--- src/rtl/forward_unit_pkg.sv ---
// Shared pipeline types for the operand forwarding unit.
// In-flight slot layout and bypass select encoding.
package forward_unit_pkg;

    localparam int XLEN   = 64;
    localparam int REG_AW = 5;

    typedef enum logic [1:0] {
        FWD_RF  = 2'd0,
        FWD_EX  = 2'd1,
        FWD_MEM = 2'd2,
        FWD_WB  = 2'd3
    } fwd_sel_e;

    typedef struct packed {
        logic              valid;
        logic [REG_AW-1:0] rd;
        logic              we;
        logic              is_load;
    } inflight_t;

endpackage

--- src/rtl/fwd_match.sv ---
// Per-source comparator and youngest-first bypass mux.
// x0 and unused sources always read the register file.
module fwd_match #(
    parameter int XLEN   = 64,
    parameter int REG_AW = 5
) (
    input  logic [REG_AW-1:0] rs,
    input  logic              rs_used,
    input  logic              ex_wr,
    input  logic [REG_AW-1:0] ex_rd,
    input  logic              mem_wr,
    input  logic [REG_AW-1:0] mem_rd,
    input  logic              wb_wr,
    input  logic [REG_AW-1:0] wb_rd,
    input  logic [XLEN-1:0]   rf_data,
    input  logic [XLEN-1:0]   ex_data,
    input  logic [XLEN-1:0]   mem_data,
    input  logic [XLEN-1:0]   wb_data,
    output logic [1:0]        sel,
    output logic [XLEN-1:0]   data,
    output logic              ex_hit
);
    import forward_unit_pkg::*;

    logic     src_ok;
    logic     mem_hit;
    logic     wb_hit;
    fwd_sel_e sel_e;

    assign src_ok  = rs_used && (rs != '0);
    assign ex_hit  = src_ok && ex_wr  && (ex_rd  == rs);
    assign mem_hit = src_ok && mem_wr && (mem_rd == rs);
    assign wb_hit  = src_ok && wb_wr  && (wb_rd  == rs);

    // Youngest producer wins: EX, then MEM, then WB, else RF.
    always_comb begin
        sel_e = FWD_RF;
        data  = rf_data;
        if (ex_hit) begin
            sel_e = FWD_EX;
            data  = ex_data;
        end else if (mem_hit) begin
            sel_e = FWD_MEM;
            data  = mem_data;
        end else if (wb_hit) begin
            sel_e = FWD_WB;
            data  = wb_data;
        end
    end

    assign sel = sel_e;

endmodule

--- src/rtl/forward_unit.sv ---
// Operand bypass selection and load-use stall detection.
// Tracks EX/MEM/WB destinations in a shadow pipeline.
module forward_unit #(
    parameter int XLEN   = 64,
    parameter int REG_AW = 5,
    parameter int CNT_W  = 32
) (
    input  logic              clk,
    input  logic              rst_n,
    input  logic              id_valid,
    input  logic [REG_AW-1:0] id_rs1,
    input  logic [REG_AW-1:0] id_rs2,
    input  logic              id_rs1_used,
    input  logic              id_rs2_used,
    input  logic [REG_AW-1:0] id_rd,
    input  logic              id_rd_we,
    input  logic              id_is_load,
    input  logic              branch_taken_EXB,
    input  logic              flush_EXB,
    input  logic [XLEN-1:0]   rf_rs1_data,
    input  logic [XLEN-1:0]   rf_rs2_data,
    input  logic [XLEN-1:0]   ex_fwd_data,
    input  logic [XLEN-1:0]   mem_fwd_data,
    input  logic [XLEN-1:0]   wb_fwd_data,
    output logic [1:0]        fwd_rs1_sel,
    output logic [1:0]        fwd_rs2_sel,
    output logic [XLEN-1:0]   fwd_rs1_data,
    output logic [XLEN-1:0]   fwd_rs2_data,
    output logic              no_forwarding_data,
    output logic [CNT_W-1:0]  loaduse_cnt
);
    import forward_unit_pkg::*;

    inflight_t ex_q;
    inflight_t mem_q;
    inflight_t wb_q;
    logic      rs1_ex_hit;
    logic      rs2_ex_hit;
    logic      use_hazard;

    // Shadow pipeline shifts every cycle; a flush injects a bubble.
    always_ff @(posedge clk) begin
        if (!rst_n) begin
            ex_q        <= '0;
            mem_q       <= '0;
            wb_q        <= '0;
            loaduse_cnt <= '0;
        end else begin
            wb_q  <= mem_q;
            mem_q <= ex_q;
            if (flush_EXB)
                ex_q <= '0;
            else
                ex_q <= '{valid:   id_valid,
                          rd:      id_rd,
                          we:      id_rd_we,
                          is_load: id_is_load};
            if (no_forwarding_data &&
                (loaduse_cnt != {CNT_W{1'b1}}))
                loaduse_cnt <= loaduse_cnt + 1'b1;
        end
    end

    fwd_match #(.XLEN(XLEN), .REG_AW(REG_AW)) u_rs1 (
        .rs       (id_rs1),
        .rs_used  (id_rs1_used),
        .ex_wr    (ex_q.valid & ex_q.we),
        .ex_rd    (ex_q.rd),
        .mem_wr   (mem_q.valid & mem_q.we),
        .mem_rd   (mem_q.rd),
        .wb_wr    (wb_q.valid & wb_q.we),
        .wb_rd    (wb_q.rd),
        .rf_data  (rf_rs1_data),
        .ex_data  (ex_fwd_data),
        .mem_data (mem_fwd_data),
        .wb_data  (wb_fwd_data),
        .sel      (fwd_rs1_sel),
        .data     (fwd_rs1_data),
        .ex_hit   (rs1_ex_hit)
    );

    fwd_match #(.XLEN(XLEN), .REG_AW(REG_AW)) u_rs2 (
        .rs       (id_rs2),
        .rs_used  (id_rs2_used),
        .ex_wr    (ex_q.valid & ex_q.we),
        .ex_rd    (ex_q.rd),
        .mem_wr   (mem_q.valid & mem_q.we),
        .mem_rd   (mem_q.rd),
        .wb_wr    (wb_q.valid & wb_q.we),
        .wb_rd    (wb_q.rd),
        .rf_data  (rf_rs2_data),
        .ex_data  (ex_fwd_data),
        .mem_data (mem_fwd_data),
        .wb_data  (wb_fwd_data),
        .sel      (fwd_rs2_sel),
        .data     (fwd_rs2_data),
        .ex_hit   (rs2_ex_hit)
    );

    // Load data is not ready until MEM; a wrong-path consumer is never held.
    always_comb begin
        use_hazard = id_valid && (rs1_ex_hit || rs2_ex_hit)
                     && ex_q.is_load;
        no_forwarding_data = use_hazard && !branch_taken_EXB;
    end

endmodule
--- config.mk ---
export PLATFORM = sky130hd
export DESIGN_NAME = forward_unit
export DESIGN_NICKNAME = d
export VERILOG_FILES = /design/src/rtl/forward_unit_pkg.sv /design/src/rtl/fwd_match.sv /design/src/rtl/forward_unit.sv
export SDC_FILE = /design/constraint.sdc
export NUM_CORES = 1
export LEC_CHECK = 0
export CAP_MARGIN = 0
export CORE_AREA = 5 5 192 194
export DETAILED_ROUTE_END_ITERATION = 16
export DIE_AREA = 0 0 197 199
export GPL_ROUTABILITY_DRIVEN = 0
export REMOVE_ABC_BUFFERS = 1
export SLEW_MARGIN = 20
export SYNTH_ARGS = -nofsm -noshare
export SYNTH_HDL_FRONTEND = slang
export SYNTH_HIERARCHICAL = 1
export SYNTH_SLANG_ARGS = --single-unit
--- constraint.sdc ---
create_clock -name clk -period 3.6 [get_ports clk]
set_clock_uncertainty 0.15 [all_clocks]
set_input_delay 0.72 -clock clk [delete_from_list [all_inputs] [get_ports clk]]
set_output_delay 0.72 -clock clk [all_outputs]
set_load 0.02 [all_outputs]
==> results.md <==
- Port-buffer cells: 508
- Fillcell total: 3672
- Avg Cell Area, Syn: 6.23 µm²
- Placed cells: 2162
- Max-slew violation count: 0
- Initial Utilization: 21.4%
- Worst hold path class: flip-flop to flip-flop
- WL per Instance: 23.5 µm
- Placed cell area: 0.0136 mm²
- Unique masters post-synth: 44
- WL final: 52300 µm
- Worst r2r dst: loaduse_cnt[13]
- Area share of the largest cell type after synthesis: 14.4%
- Die Y: 199 µm
- Num CTS Buffers: 5
- Slew @ Worst Pin: 0.796 ns
- CTS sink cnt: 54
- Largest net degree at the start of global routing: 42
- Detailed-route vias per instance: 5.30
- Crit path launch type: input pin
- Achievable frequency: 279 MHz
- Run status: finished, final reports clean
- # nets final: 2100
- GRT overflow: 0
- Clock Latency Late Sink: 0.30 ns
- WS Path Type: input pin to output pin
- Fin cells: 2229
- FF-to-FF setup slack: 0.43 ns
- Initial antenna violation count: 15
- CTS Root Buffer Type: clkbuf_16
- Total core area: 0.0351 mm²
- Die Footprint: 0.0392 mm²
- Depth of the CTS H-tree: 2
- Pleak: 5.37 nW
- Synth area leaders: dfxtp_1 (14%), o21ai_0 (14%), o21ai_1 (12%)
- Hold_sp: mem_q[1]
- Number of flops mapped to enable cells by yosys: 0
- Crit-path cells: buf_2 -> or4_4 -> or2_4 -> nand4_1 -> buf_4 -> buf_12 -> buf_4 -> o21ai_0 -> o21ai_1 -> buf_2
- Area growth from synthesis to layout: 92.1%
- Fraction of layout cells with a size suffix above 1: 21.2%
- Slowest CP cell: or4_4
- Largest area contributor in the netlist: dfxtp_1
- Num rows: 69
- Final min period: 3.59 ns
- Vias in the first global route: 11602
- WHS Path Cells: 1
- Worst hold slack: 0.299 ns
- Req. time, crit path: 2.73 ns
- Period utilization: 99.7%
- RSZ-0062 raised after global routing: true
- Sequential share of the synthesized area: 14.4%
- Final setup TNS: 0 ns
- PwrDens: 144 mW/mm²
- Number of synthesized register bits: 54
- Pre-antenna DRT Iters: 6
- Most used flip-flop cell after synthesis: dfxtp_1
- DP HPWL: 38000 µm
- Critical Path End Type: output pin
- Antenna Nets Post-Route: 0
- Commonest non-fill, non-tap cell in the layout: clkdlybuf4s50_1
- Final hold violations: 0
- Boundary Pins: 509
- Worst path max stage delay: 0.57 ns
- CTS tree: yes
- Area occupied by registers: 0.00108 mm²
- Final Power: 2.07 mW
- Synthesized area: 0.00751 mm²
- Clock-pin slew on the worst setup and hold paths: 0.07 ns
- Clk buf depth: 2
- R2R cell count: 12
- Area of the multi-input gates: 0.00583 mm²
- Fin area: 0.0144 mm²
- Synth warn: 6
- Worst r2r src: ex_q[5]
- DR DRC count: 0
- Die width: 197 µm
- CP Max Fanout: 6
- Syn Inst Count: 1205
- Final setup fails: 0
- Worst slew margin: 46.9%
- Detailed-route via count: 11811
- Hold_buf cts: 0
- Crit path arrival time: 2.72 ns
- Commonest non-fill, non-tap cells in the layout: clkdlybuf4s50_1 (363), o21ai_1 (184), o21ai_0 (182), nand2_1 (155), nand3_1 (144)
- Max IR drop VDD: 0.000163 V
- 1st-iter DRT viols: 923
- Max Cap Viol: 0
- Async SR Flop Fraction: 0%
- First-pass GRT wire length: 73800 µm
- GRT Total Usage: 24.3%
- Min-Delay Endpoint: wb_q[1]
worst max-delay path, delay by kind of cell:
kind            cells  cell delay, ns
compound gates      2            0.29
simple gates        3            0.95
buf+inv             5            0.75
cells in the mapped netlist (2+ instances only):
cell and count:
or2_1 3, o21ai_0 207, or4_1 15, nor3_1 2, a31o_2 2, or3_1 10, buf_6 42, clkbuf_2 12
nand4_2 2, buf_2 30, nor2_1 7, mux2i_1 5, or4_4 2, and2_1 29, and4_1 4, nand2b_1 4
o211ai_4 2, nor4_1 9, a21oi_1 27, o211a_1 2, nand3_1 144, and3_1 130, inv_2 2, buf_1 8
nand4_1 13, buf_4 10, inv_1 6, o31ai_1 17, nand2_1 156, xnor2_1 19, nor3_2 2, xor2_1 12
o21ai_1 186, dfxtp_1 54, clkbuf_1 21
worst max path at each step:
stage	start	endpoint	slack, ns	cells after the start
global route	id_rs2[1]	fwd_rs2_data[57]	-0.06	10
detailed placement	id_rs2[0]	fwd_rs2_data[31]	-0.77	9
finish	id_rs2[1]	fwd_rs2_data[12]	0.01	10
CTS	id_rs1[1]	fwd_rs1_data[50]	-0.06	12
floorplan	id_rs2[0]	loaduse_cnt[26]	-1.53	10
global placement	id_rs2[0]	fwd_rs2_data[31]	-0.77	9
state kept, by name (all words and copies together) (netlist names):
name         cells
ex_q             8
mem_q            7
wb_q             7
loaduse_cnt     32
final cells by class:
type	count	area share, %
clock inverter	3	0.199
clock buffer	5	0.867
inverter	9	0.407
antenna	12	0.208
multi-input combinational	1021	40.4
sequential	54	7.49
timing repair buffer	664	46.4
tap	461	4.00
cells by family after synthesis:
group / after synthesis / share of synthesized area (%)
multiplexers: 5 / 0.666
adder cells (fa/ha/maj): 1 / 0.167
AND/OR/NAND/NOR: 534 / 37.6
AO/OA/AOI/OAI: 448 / 31.5
XOR/XNOR: 31 / 3.61
buffers and inverters: 132 / 12.0
flip-flops: 54 / 14.4
timing repair:
item | CTS | global route
setup endpoints to repair | 150 | 112
cloned | 15 | 4
gates resized for setup | 635 | 109
pin swaps | 22 | 26
setup buffers | 30 | 3
metal layers:
metal / GRT usage (%) / vias up / part of all wire [%]
li1: - / 5514 / -
met2: 42.0 / 710 / 48
met5: 0 / - / 0.078
met4: 8.81 / 6 / 4.0
met3: 4.64 / 125 / 9.3
met1: 30.2 / 5456 / 38
through the flow:
stage	worst slack [ns]	util [%]
2_1_floorplan	-1.53	-
3_3_place_gp	-0.766	38.9
3_5_place_dp	-0.769	38.9
4_1_cts	-0.0631	40.7
5_1_grt	-0.0573	41.2
6_report	0.0103	41.2
power by group:
part           internal [mW]  leakage, nW  switching (mW)
Clock                  0.266       0.0760           0.239
Combinational          0.545         4.86           0.412
Sequential             0.604        0.437         0.00655
Power figures use the tool's default switching activity.
==> edit: new RTL, config.mk and constraints unchanged <==
The parameter `CNT_W` goes from 32 to 36.
--- a/src/rtl/forward_unit.sv
+++ b/src/rtl/forward_unit.sv
@@ -3,7 +3,7 @@
 module forward_unit #(
     parameter int XLEN   = 64,
     parameter int REG_AW = 5,
-    parameter int CNT_W  = 32
+    parameter int CNT_W  = 36
 ) (
     input  logic              clk,
     input  logic              rst_n,
Ports: changed (resized loaduse_cnt); port bits go from 509 to 513. No check against the original RTL was run, so the function may have changed too.
==> edit against the original RTL <==
The flow now finishes with violations (negative setup slack). Worst setup slack worse by 0.091 ns. Synthesized cell count is 2.4% higher. Wire length grew 16%. Sequential cell count rose by 4. Maximum frequency fell by 2.5%. Synthesized area rose by 4.7%. Global-route usage is 3.7 points higher. Critical path type unchanged. Count of clock-buffer cells in the layout increased by 4. Largest power group unchanged. Die area did not move. Combinational power grew 13%. Cell area is 17% higher. Register-to-register slack worse by 0.08 ns. Power is 32% higher.
==> edit: results (changes against the original RTL) <==
.. list-table::
   :header-rows: 1

   * - Metric
     - Value
   * - Final setup violation count
     - 15 (+15)
   * - Worst-case setup slack after placement
     - -0.878 ns (-0.110 ns)
   * - Share of post-route cells with drive strength above 1
     - 33.0% (+12 points)
   * - First-pass GRT wire length
     - 83.4 mm (+13%)
   * - Hold path startpoint
     - ex_q[1]$_SDFF_PP0_
   * - Overall track demand over capacity in global routing
     - 28.0% (+3.7 points)
   * - Leakage component of the power
     - 6.51 nW (+21%)
   * - Violated checks
     - negative setup slack
   * - Post-CTS setup buffer count
     - 38 (+27%)
   * - CP max FO
     - 4 (-2)
   * - Comb power frac
     - 39.6% (-6.6 points)
   * - Worst reg2reg endpoint
     - loaduse_cnt[30]$_SDFFE_PN0P_
   * - Starting DRC count in detailed routing
     - 1223 (+33%)
   * - Destination of the worst hold path
     - mem_q[1]$_SDFF_PN0_
   * - Worst R2R Path Depth
     - 17 (+5)
   * - Initial antenna violation count
     - 22 (+7)
   * - Least setup slack across all paths after layout
     - -0.0810 ns (-0.0913 ns)
   * - Number of H-tree levels
     - 3 (+1)
   * - Part of the Yosys area used for sequential elements
     - 14.8% (+0.38 points)
   * - Leading registers by flop count
     - loaduse_cnt (36), ex_q (8)
   * - Worst skew pair latency
     - 0.33 ns (+0.03 ns)
   * - Data arrival time of the worst path
     - 2.81 ns (+0.09 ns)
   * - Power density relative to cell area
     - 162 nW/um^2 (+13%)
   * - Vias in the first global route
     - 12400 (+6.8%)
   * - Result of the run
     - finished with violations
   * - Count of filler cells inserted in the layout
     - 3473 (-5.4%)
   * - Commonest cells post-synth
     - sky130_fd_sc_hd__o21ai_0 (205), sky130_fd_sc_hd__o21ai_1 (187), sky130_fd_sc_hd__nand2_1 (165), sky130_fd_sc_hd__nand3_1 (143), sky130_fd_sc_hd__and3_1 (133)
   * - Number of gates resized after cts
     - 752 (+18%)
   * - Input/output buffers
     - 512 (+0.79%)
## edit: cell count changes in the layout (fill, tap and decap cells not counted), sizes merged, moves of 4 or more
cell	change
nand2b	+8
clkdlybuf4s50	+4
clkbuf	+6
nor4	+4
mux2i	+7
clkinv	+4
nand2	+10
o31ai	-5
a21oi	-5
dfxtp	+4
buf	+37
## edit: worst max-delay path by stage
| stage | end | slack [ns] | cells after the start |
|---|---|---|---|
| final | fwd_rs2_data[63] | -0.08 | 13 |
| after CTS | fwd_rs2_data[63] | -0.08 | 13 |
| after global routing | fwd_rs2_data[63] | -0.12 | 13 |
| after floorplan | loaduse_cnt[30]$_SDFFE_PN0P_ | -1.39 | 10 |
| after detailed placement | fwd_rs2_data[47] | -0.88 | 13 |
| after global placement | fwd_rs1_data[45] | -0.85 | 9 |
## edit: cell type report
| type | instances | share of cell area, % |
|---|---|---|
| diodes | 14 | 0.208 |
| clock buffers | 9 | 1.34 |
| clock inverters | 7 | 0.744 |
| inverters | 10 | 0.483 |
| multi-input cells | 1040 | 40.6 |
| flip-flops and latches | 58 | 6.90 |
| well taps | 461 | 3.43 |
| repair buffers | 707 | 46.1 |
| repair inverters | 1 | 0.178 |
## edit: through the flow
stage / cells / setup TNS [ns]
after global routing: 2303 / -3.19
after detailed placement: 2213 / -107.81
after global placement: 2213 / -102.37
final: 2307 / -0.370
after floorplan: 1108 / -154.30
after CTS: 2287 / -0.339
## edit: metal layers
layer	GRT usage, %	part of all wire, %
met5	0	0.18
met4	10.1	5.1
met3	9.49	11
met2	46.7	47
met1	33.7	37
## edit: worst register-to-register path, stage by stage, from the launching register on
cell                        delay (ns)
sky130_fd_sc_hd__dfxtp_1          0.32
sky130_fd_sc_hd__and2_1           0.16
sky130_fd_sc_hd__nand2_1          0.07
sky130_fd_sc_hd__nor4_2           0.26
sky130_fd_sc_hd__buf_4            0.14
sky130_fd_sc_hd__nand4_1          0.13
sky130_fd_sc_hd__buf_6            0.16
sky130_fd_sc_hd__buf_12           0.13
sky130_fd_sc_hd__buf_16           0.16
sky130_fd_sc_hd__clkinv_16        0.09
sky130_fd_sc_hd__nor2_4           0.06
sky130_fd_sc_hd__or2_4            0.25
sky130_fd_sc_hd__inv_6            0.06
sky130_fd_sc_hd__buf_4            0.14
sky130_fd_sc_hd__nand4_1          0.09
sky130_fd_sc_hd__buf_4            0.19
sky130_fd_sc_hd__or4_1            0.47
sky130_fd_sc_hd__a21oi_1          0.16
## edit: kinds of logic after synthesis
logic type | Yosys count | synth area share [%]
fa+ha+maj | 1 | 0.159
compound gates | 439 | 29.3
mux | 12 | 1.53
xor+xnor | 30 | 3.34
simple gates | 558 | 39.0
buf+inv | 136 | 11.9
flops | 58 | 14.8
